===== src/rtl/i2s_tx_pkg.sv =====
// i2s_tx_pkg: frame geometry and FSM encoding shared by the I2S transmitter.
// No ports; imported by i2s_tx and i2s_tx_fifo.
package i2s_tx_pkg;

  localparam int SLOTS_PER_FRAME = 64;
  localparam int BCLK_DIV        = 4;

  localparam int SLOT_W = $clog2(SLOTS_PER_FRAME);
  localparam int DIV_W  = $clog2(BCLK_DIV);

  localparam logic [SLOT_W-1:0] LAST_SLOT = SLOT_W'(SLOTS_PER_FRAME - 1);
  localparam logic [DIV_W-1:0]  LAST_DIV  = DIV_W'(BCLK_DIV - 1);

  typedef enum logic [1:0] {
    STOPPED = 2'd0,
    RUN     = 2'd1,
    DRAIN   = 2'd2
  } state_e;

endpackage


===== src/rtl/i2s_tx_fifo.sv =====
// i2s_tx_fifo: synchronous FIFO holding stereo frames for the I2S transmitter.
// Ports: clk_i, rst_ni (async, active-low), push_i/data_i, pop_i/data_o,
// full_o, empty_o. Push when full and pop when empty are ignored.
module i2s_tx_fifo
  import i2s_tx_pkg::*;
#(
  parameter int W     = 32,
  parameter int DEPTH = 4
) (
  input  logic         clk_i,
  input  logic         rst_ni,
  input  logic         push_i,
  input  logic [W-1:0] data_i,
  input  logic         pop_i,
  output logic [W-1:0] data_o,
  output logic         full_o,
  output logic         empty_o
);

  localparam int AW = $clog2(DEPTH);

  logic [W-1:0]  mem_q [DEPTH];
  logic [AW-1:0] wr_q;
  logic [AW-1:0] rd_q;
  logic [AW:0]   cnt_q;
  logic          do_push;
  logic          do_pop;

  assign full_o  = (cnt_q == (AW+1)'(DEPTH));
  assign empty_o = (cnt_q == '0);
  assign do_push = push_i && !full_o;
  assign do_pop  = pop_i && !empty_o;
  assign data_o  = mem_q[rd_q];

  always_ff @(posedge clk_i or negedge rst_ni) begin
    if (!rst_ni) begin
      wr_q  <= '0;
      rd_q  <= '0;
      cnt_q <= '0;
    end else begin
      if (do_push) wr_q <= wr_q + 1'b1;
      if (do_pop)  rd_q <= rd_q + 1'b1;
      cnt_q <= cnt_q + (AW+1)'(do_push) - (AW+1)'(do_pop);
    end
  end

  // Storage needs no reset: occupancy is tracked by cnt_q.
  always_ff @(posedge clk_i) begin
    if (do_push) mem_q[wr_q] <= data_i;
  end

endmodule


===== src/rtl/i2s_tx.sv =====
// i2s_tx: I2S stereo transmitter; BCLK = MCLK/4, LRCLK = BCLK/64, frames
// buffered in a small FIFO and serialised MSB-first one BCLK after LRCLK.
// Ports: clk_i, rst_ni (async, active-low), mclk_i (sampled as data),
// enable_i, sample_l_i/sample_r_i/valid_i/accept_o (frame handshake),
// bclk_o, lrclk_o, sdata_o (DAC pins), underrun_o (pulse), busy_o.
// Build option I2S_TX_HOLD_LAST_EN: underrun replays the last popped frame.
module i2s_tx
  import i2s_tx_pkg::*;
#(
  parameter int FIFO_DEPTH = 4,
  parameter int SAMPLE_W   = 16
) (
  input  logic                clk_i,
  input  logic                rst_ni,
  input  logic                mclk_i,
  input  logic                enable_i,
  input  logic [SAMPLE_W-1:0] sample_l_i,
  input  logic [SAMPLE_W-1:0] sample_r_i,
  input  logic                valid_i,
  output logic                accept_o,
  output logic                bclk_o,
  output logic                lrclk_o,
  output logic                sdata_o,
  output logic                underrun_o,
  output logic                busy_o
);

  localparam int FW = 2 * SAMPLE_W;
  localparam logic [4:0] LAST_BIT = 5'(SAMPLE_W);

  state_e state_q;
  state_e state_d;

  logic [2:0]          mclk_q;
  logic                tick;
  logic [DIV_W-1:0]    div_q;
  logic [SLOT_W-1:0]   slot_q;
  logic [SLOT_W-1:0]   slot_nx;
  logic [4:0]          p_nx;
  logic                bit_slot;
  logic                fall;
  logic                wrap;
  logic                stop_now;
  logic                load;
  logic                halt;

  logic [FW-1:0]       fifo_data;
  logic                fifo_full;
  logic                fifo_empty;
  logic                pop;

  logic [SAMPLE_W-1:0] shift_l;
  logic [SAMPLE_W-1:0] shift_r;
  logic [SAMPLE_W-1:0] ld_l;
  logic [SAMPLE_W-1:0] ld_r;
  logic                sdata_q;
  logic                underrun_q;

  i2s_tx_fifo #(
    .W     (FW),
    .DEPTH (FIFO_DEPTH)
  ) u_fifo (
    .clk_i   (clk_i),
    .rst_ni  (rst_ni),
    .push_i  (valid_i),
    .data_i  ({sample_l_i, sample_r_i}),
    .pop_i   (pop),
    .data_o  (fifo_data),
    .full_o  (fifo_full),
    .empty_o (fifo_empty)
  );

  // Two sync flops then an edge register: tick is the rising edge of
  // the synchronised MCLK.
  always_ff @(posedge clk_i or negedge rst_ni) begin
    if (!rst_ni) mclk_q <= '0;
    else         mclk_q <= {mclk_q[1:0], mclk_i};
  end

  assign tick = mclk_q[1] && !mclk_q[2];

  assign fall     = tick && (state_q != STOPPED) && (div_q == LAST_DIV);
  assign wrap     = fall && (slot_q == LAST_SLOT);
  // A re-enable landing on the final DRAIN edge keeps running.
  assign stop_now = wrap && (state_q == DRAIN) && !enable_i;
  assign load     = wrap && !stop_now;
  assign pop      = load && !fifo_empty;
  assign halt     = (state_q == STOPPED) || stop_now;

  assign slot_nx  = slot_q + 1'b1;
  assign p_nx     = slot_nx[4:0];
  assign bit_slot = (p_nx != 5'd0) && (p_nx <= LAST_BIT);

  always_ff @(posedge clk_i or negedge rst_ni) begin
    if (!rst_ni) state_q <= STOPPED;
    else         state_q <= state_d;
  end

  always_comb begin
    state_d = state_q;
    unique case (state_q)
      STOPPED: if (enable_i) state_d = RUN;
      RUN:     if (!enable_i) state_d = DRAIN;
      DRAIN: begin
        if (stop_now)      state_d = STOPPED;
        else if (enable_i) state_d = RUN;
      end
      default: state_d = STOPPED;
    endcase
  end

  // Slot 63 is the idle slot so the first fall after start is a frame load.
  always_ff @(posedge clk_i or negedge rst_ni) begin
    if (!rst_ni) begin
      div_q  <= '0;
      slot_q <= LAST_SLOT;
    end else if (halt) begin
      div_q  <= '0;
      slot_q <= LAST_SLOT;
    end else if (tick) begin
      div_q <= div_q + 1'b1;
      if (fall) slot_q <= slot_nx;
    end
  end

`ifdef I2S_TX_HOLD_LAST_EN
  logic [FW-1:0] last_q;

  always_ff @(posedge clk_i or negedge rst_ni) begin
    if (!rst_ni)  last_q <= '0;
    else if (pop) last_q <= fifo_data;
  end

  assign ld_l = fifo_empty ? last_q[FW-1:SAMPLE_W] : fifo_data[FW-1:SAMPLE_W];
  assign ld_r = fifo_empty ? last_q[SAMPLE_W-1:0]  : fifo_data[SAMPLE_W-1:0];
`else
  assign ld_l = fifo_empty ? '0 : fifo_data[FW-1:SAMPLE_W];
  assign ld_r = fifo_empty ? '0 : fifo_data[SAMPLE_W-1:0];
`endif

  // Data shifts out MSB first during slots 1..SAMPLE_W of each half;
  // slot 0 carries the one-BCLK I2S delay.
  always_ff @(posedge clk_i or negedge rst_ni) begin
    if (!rst_ni) begin
      shift_l    <= '0;
      shift_r    <= '0;
      sdata_q    <= 1'b0;
      underrun_q <= 1'b0;
    end else begin
      underrun_q <= load && fifo_empty;
      if (halt) begin
        sdata_q <= 1'b0;
      end else if (fall) begin
        unique case (1'b1)
          load: begin
            shift_l <= ld_l;
            shift_r <= ld_r;
            sdata_q <= 1'b0;
          end
          bit_slot && !slot_nx[SLOT_W-1]: begin
            sdata_q <= shift_l[SAMPLE_W-1];
            shift_l <= shift_l << 1;
          end
          bit_slot && slot_nx[SLOT_W-1]: begin
            sdata_q <= shift_r[SAMPLE_W-1];
            shift_r <= shift_r << 1;
          end
          default: sdata_q <= 1'b0;
        endcase
      end
    end
  end

  assign accept_o   = !fifo_full;
  assign bclk_o     = div_q[DIV_W-1];
  assign lrclk_o    = slot_q[SLOT_W-1];
  assign sdata_o    = sdata_q;
  assign underrun_o = underrun_q;
  assign busy_o     = (state_q != STOPPED);

endmodule

===== config.mk =====
export PLATFORM = sky130hd
export DESIGN_NAME = i2s_tx
export DESIGN_NICKNAME = d
export VERILOG_FILES = /design/src/rtl/i2s_tx_pkg.sv /design/src/rtl/i2s_tx_fifo.sv /design/src/rtl/i2s_tx.sv
export SDC_FILE = /design/constraint.sdc
export NUM_CORES = 1
export LEC_CHECK = 0
export ABC_AREA = 1
export CORE_ASPECT_RATIO = 0.5
export CORE_MARGIN = 8
export CORE_UTILIZATION = 53
export DETAILED_ROUTE_END_ITERATION = 7
export GPL_TIMING_DRIVEN = 1
export PLACE_DENSITY = 0.75
export SLEW_MARGIN = 20
export SYNTH_ARGS = -nofsm -noshare
export SYNTH_HDL_FRONTEND = slang
export SYNTH_HIERARCHICAL = 1
export SYNTH_SLANG_ARGS = --single-unit

===== constraint.sdc =====
create_clock -name clk_i -period 6.9 [get_ports clk_i]
set_input_delay 0.69 -clock clk_i [delete_from_list [all_inputs] [get_ports clk_i]]
set_output_delay 0.69 -clock clk_i [all_outputs]
set_load 0.05 [all_outputs]

* Yosys cells after proc, flatten, opt, wreduce, memory -nomap -nowiden
Memory sizes are Yosys's and may differ from the RTL's.
Index checks and enable logic that the tools add are counted.
** Cells by class
- Reductions and logical operators :: 32
- $add $sub $neg :: 6
- Mux-type cells :: 18
- Eq/ne operators :: 6
- Order comparisons :: 1
- Bitwise gates (word level) :: 1
** Operators with widths (count)
- one-hot mux 16 bit (2 select lines) :: 2
- two-way mux 16 bit :: 2
- two-way mux 6 bit :: 3
- logical AND 1 bit :: 14
- two-way mux 2 bit :: 5
- nonzero test 2 bit :: 5
- adder 2 x 1 -> 2 bit (second input constant) :: 3
- adder 6 x 1 -> 6 bit (second input constant) :: 1
- equality test 6 bit (second input constant) :: 1
- logical NOT 1 bit :: 6
- one-hot mux 2 bit (3 select lines) :: 1
- AND reduction 3 bit :: 2
- less-or-equal comparator 5 bit (second input constant) :: 1
- nonzero test 5 bit :: 1
- equality test 2 bit (second input constant) :: 2
- two-way mux 1 bit :: 4
- adder 3 x 1 -> 3 bit :: 1
- equality test 3 bit (second input constant) :: 1
- logical NOT 3 bit :: 1
- subtractor 3 x 1 -> 3 bit :: 1
- equality test 2 x 1 -> 1 bit (second input constant) :: 1
- logical NOT 2 bit :: 1
- inequality test 2 bit (second input constant) :: 1
- one-hot mux 1 bit (2 select lines) :: 1
- other kinds (3) :: 3
** Word-level totals
- Input port bits :: 37
- Output and inout bits :: 6
- Memories :: 1
- RAM bits :: 128
- Register bits :: 54
** Memories
- u_fifo.mem_q :: words 4, width 32, rd ports 1, clocked after memory_dff 0, wr ports 1, line i2s_tx_fifo.sv:22 : logic [W-1:0] mem_q [DEPTH];

* Depth between registers and ports, before layout
- Word-level depth :: 12
- Mapped depth :: 17

* Cells and area by module
Netlist, hierarchy kept.
** By module, submodules not included
- i2s_tx_fifo :: cells each 465, area each 5467.7 um^2, seq. area each 4018.9 um^2, times used 1
- i2s_tx :: cells each 407, area each 2872.8 um^2, seq. area each 1183.6 um^2, times used 1

* Least setup slack after synthesis
OpenSTA, ideal clock, no wires.
- Path type :: reg-to-reg
- Start point :: reg div_q[1]
- End point :: reg u_fifo.cnt_q[2]
- Data arrival time :: 2776 ps
- Library setup time :: 116 ps
- Buffers on the path :: 0
- Path slack :: 4007 ps
- Period minus slack after synthesis :: 2893 ps
- Stages on the path, launching flop included :: 17
- Cell sequence :: dfrtp_1 ha_1 nand3_1 nor2_2 nand4_2 nand3_4 inv_4 nand2_1 nor2_1 nand2_1 inv_1 ha_1 inv_1 ha_1 fa_1 nand3_1 nand2_1
** Between the ends
- Longest elaborated chain between the ends :: 10
** RTL lines
- start, declared :: line i2s_tx.sv:36 : logic [DIV_W-1:0] div_q;
- start signal, assigned :: line i2s_tx.sv:121 : div_q <= div_q + 1'b1;
- equality test 2 bit (*) :: line i2s_tx.sv:82 : assign fall = tick && (state_q != STOPPED) && (div_q == LAST_DIV);
- logical AND 1 bit (*) :: line i2s_tx.sv:82
- logical AND 1 bit (*) :: line i2s_tx.sv:83 : assign wrap = fall && (slot_q == LAST_SLOT);
- logical AND 1 bit (2 in a row) :: line i2s_tx.sv:85 : assign stop_now = wrap && (state_q == DRAIN) && !enable_i;
- logical NOT 1 bit :: line i2s_tx.sv:86 : assign load = wrap && !stop_now;
- logical AND 1 bit (*) :: line i2s_tx.sv:86
- logical AND 1 bit (*) :: line i2s_tx.sv:87 : assign pop = load && !fifo_empty;
- via pop :: line i2s_tx.sv:50 : logic pop;
- logical AND 1 bit (*) :: line i2s_tx_fifo.sv:32 : assign do_pop = pop_i && !empty_o;
- via u_fifo.do_pop :: line i2s_tx_fifo.sv:27 : logic do_pop;
- subtractor 3 x 1 -> 3 bit (*) :: line i2s_tx_fifo.sv:43 : cnt_q <= cnt_q + (AW+1)'(do_push) - (AW+1)'(do_pop);
- end signal, assigned :: line i2s_tx_fifo.sv:43
- end, declared :: line i2s_tx_fifo.sv:25 : logic [AW:0] cnt_q;
Mark *: on every way through the listed nets, which the timed path passes. The rest lies on a longest branch.
A chain may end at the register's enable or synchronous reset.

* Worst setup path in the final report
- Start point :: reg slot_q[1]
- End point :: reg u_fifo.cnt_q[2]
** Between the ends
- Longest elaborated chain between the ends :: 9
** RTL lines
- start, declared :: line i2s_tx.sv:37 : logic [SLOT_W-1:0] slot_q;
- start signal, assigned :: line i2s_tx.sv:122 : if (fall) slot_q <= slot_nx;
- equality test 6 bit (*) :: line i2s_tx.sv:83
- logical AND 1 bit (*) :: line i2s_tx.sv:83
- logical AND 1 bit (2 in a row) :: line i2s_tx.sv:85
- logical NOT 1 bit :: line i2s_tx.sv:86
- logical AND 1 bit (*) :: line i2s_tx.sv:86
- logical AND 1 bit (*) :: line i2s_tx.sv:87
- via pop :: line i2s_tx.sv:50
- logical AND 1 bit (*) :: line i2s_tx_fifo.sv:32
- via u_fifo.do_pop :: line i2s_tx_fifo.sv:27
- subtractor 3 x 1 -> 3 bit (*) :: line i2s_tx_fifo.sv:43
Marked as above.

==> impl_metrics.toml <==
[timing]
worst_pin_slew_ns = 1.07
fin_setup_tns_ns = 0
grt_setup_unrepaired = "false"
hold_violations = 0
slew_headroom_pct = 28.6
fin_worst_skew_ns = 0.0146
timing.fmax_ghz = 0.325
slew_viol_final = 0
setup_viol = 0
fin_crit_ns = 3.08
fin_crit_sh_pct = 44.6

[floorplan]
core_um2 = 15400
row_count = 32
die_h_um = 105
io_pins = 43
initial_core_util_pct = 54.1
die_w_um = 193
die-area_um2 = 20300

[min_path]
hold_class = "reg2reg"

[clock_network]
cts_hold_buf = 0
cts_buffers = 17
path_clk_slew_ns = 0.08
cts-htree-levels = 4
cts_buffer_depth = 2
cts_tree = "yes"
post_cts_resized = 0
root_buffer = "clkbuf_16"
clock_sinks = 182
postCtsSetupBuffers = 0
clock_latency_ns = 0.44

[layout]
antennaDiodeCount = 0
area_growth_pct = 13.1
utilization_pct = 61.2
drive_gt1_share_pct = 8.09
stdcell_area_um2 = 9430
fin_nets = 949

[critical_path]
endpoint_kind = "flip-flop"
critical_path_arrival_ns = 3.41
critPathSlowestCell = "dfstp_2"
reg2reg_slack_ns = 3.82
max_stage_delay_ns = 0.57
cp.depth = 16
path_class = "reg2reg"
cp-start-kind = "flip-flop"
crit_fanout = 10
cp_cell_sequence = "ha_1, nand3_1, nor2_2, nand4_2, nand3_4, inv_4, nand2_1, nor2_1, nand2_1, inv_1, ha_1, inv_1, ha_1, fa_1, nand3_1, nand2_1"
cp-startpoint = "slot_q[1]"
crit_path_end = "u_fifo/cnt_q[2]"
rr_worst_depth = 16
cpLargestDelayFamily = "simple AND/OR/NAND/NOR gates"
r2r-start = "slot_q[1]"
crit_buf_inv = 3
r2r-end = "u_fifo/cnt_q[2]"
required_ns = 7.23

[global_route]
grt_util_all_layers_pct = 16.4
grt_pass1_vias = 5416
grt_remaining_overflow = 0
grt_max_degree = 66
antenna_found_initial = 0
grt_pass1_wl_um = 27200

[logic_synthesis]
synthDistinctLibCells = 33
ys.flop_type = "edfxtp_1"
synthesis.nets = 919
ys_async_sr_fraction_pct = 29.7
synth_area_leaders = "edfxtp_1, dfrtp_1, nand2_1, nor2_1, inv_1"
yosysTopAreaCell = "edfxtp_1"
synth_top_area_share_pct = 46.1
yosysMostFrequentCell = "nand2_1"
synthCells = 872
synth_area_um2 = 8340
synth_edf_count = 128
ys_ff_latch = 182
ys_seq_area_share_pct = 62.4
synth_common_cells = "nand2_1, edfxtp_1, nor2_1, inv_1, dfrtp_1"
ys_warn_count = 6
syn_area_per_cell_um2 = 9.56

[power_and_ir_drop]
power.density_nw_per_um2 = 317
seqPwrFrac_pct = 47.0
combPwrFrac_pct = 21.3
sw_frac_of_total_pct = 32.4
p_sw_uw = 967
leakagePower_uw = 0.00433
internal_power_uw = 2020
finalPower_uw = 2990
clkPwrFrac_pct = 31.7
peakVddDrop_v = 0.000194

[detailed_routing]
first_pass_iters = 5
drc = 0
drt.antenna.violating_nets = 0
vias_per_cell = 5.21
wl_per_cell_um = 14.9
drt_iter0_drc = 560
vias = 5830
wirelength_um = 16700

[placement]
postPlaceCellArea_um2 = 8850
io_buffers = 42
dpl.hpwl_um = 10100
gp_congestion = 0.776

[run_status]
status = "finished clean"

[job]
max-cap-violations = 0
-- sequential cells by signal (all words and copies together) (netlist names), 2 cells and up --
signal,count
shift_l,16
slot_q,6
u_fifo/mem_q,128
u_fifo/wr_q,2
div_q,2
state_q,2
shift_r,16
mclk_q,3
u_fifo/rd_q,2
u_fifo/cnt_q,3
-- area by class of cell --
| type | count | area (µm²) |
|---|---|---|
| clock buffers | 17 | 425 |
| repair buffers | 50 | 475 |
| well taps | 204 | 255 |
| inverters | 100 | 378 |
| fillers | 1201 | 5980 |
| flip-flops and latches | 182 | 5200 |
| multi-input cells | 551 | 2530 |
| clock inverters | 15 | 160 |
-- worst min path at each step --
stage | startpoint | to | slack (ns) | depth (start not counted)
2_1_floorplan | mclk_q[0] | mclk_q[1] | 0.33 | 0
3_3_place_gp | mclk_q[0] | mclk_q[1] | 0.34 | 0
3_5_place_dp | mclk_q[0] | mclk_q[1] | 0.34 | 0
4_1_cts | mclk_q[0] | mclk_q[1] | 0.35 | 0
5_1_grt | mclk_q[0] | mclk_q[1] | 0.36 | 0
6_report | mclk_q[0] | mclk_q[1] | 0.35 | 0
-- placed cells by master, fill, tap and decap left out, types with 8 or more instances in the layout --
cell type and instances:
nand2_1 289, edfxtp_1 128, nor2_1 105, inv_1 95, dfrtp_1 47, o21ai_0 44
clkdlybuf4s50_1 41, nand4_1 38, o21ai_1 24, clkbuf_16 17, nand3_1 9, ha_1 9
buf_4 8
-- power by group through the flow --
stage | logic [µW] | clock network (µW) | registers (µW)
2_1_floorplan | 457 | 0 | 1420
3_3_place_gp | 620 | 0 | 1420
3_5_place_dp | 633 | 0 | 1430
4_1_cts | 638 | 959 | 1400
5_1_grt | 723 | 997 | 1420
6_report | 637 | 946 | 1400
-- kinds of logic after synthesis --
group	Yosys count	share of synthesized area, %
xor gates and xnor gates	1	0.105
buffers and inverters	139	7.37
adders and majority gates	10	1.59
and+or+nand+nor	462	23.4
DFF	182	62.4
AOI/OAI and AO/OA	78	5.13
-- per-layer routing --
| metal | global-route usage (%) | routed length (µm) | up-vias |
|---|---|---|---|
| met3 | 4.26 | 938 | 13 |
| met1 | 22.7 | 8120 | 2787 |
| met4 | 5.02 | 170 | 0 |
| met5 | 0 | 0 | - |
| li1 | - | - | 2877 |
| met2 | 25.3 | 7450 | 153 |
-- worst reg2reg max path, stage by stage, from the launching register on --
cell and delay (ns):
dfstp_2 0.57, ha_1 0.22, nand3_1 0.13, nor2_2 0.20, nand4_2 0.21, nand3_4 0.18
inv_4 0.10, nand2_1 0.09, nor2_1 0.06, nand2_1 0.15, inv_1 0.05, ha_1 0.26
inv_1 0.04, ha_1 0.18, fa_1 0.39, nand3_1 0.11, nand2_1 0.06
-- through the flow --
stage | setup slack (ns) | std cells | hold slack (ns)
final | 3.82 | 1119 | 0.352
after global routing | 3.58 | 1119 | 0.364
after CTS | 3.83 | 1119 | 0.354
after detailed placement | 3.75 | 1087 | 0.337
after global placement | 3.85 | 1087 | 0.337
after floorplan | 4.01 | 872 | 0.331
Power figures use the tool's default switching activity.
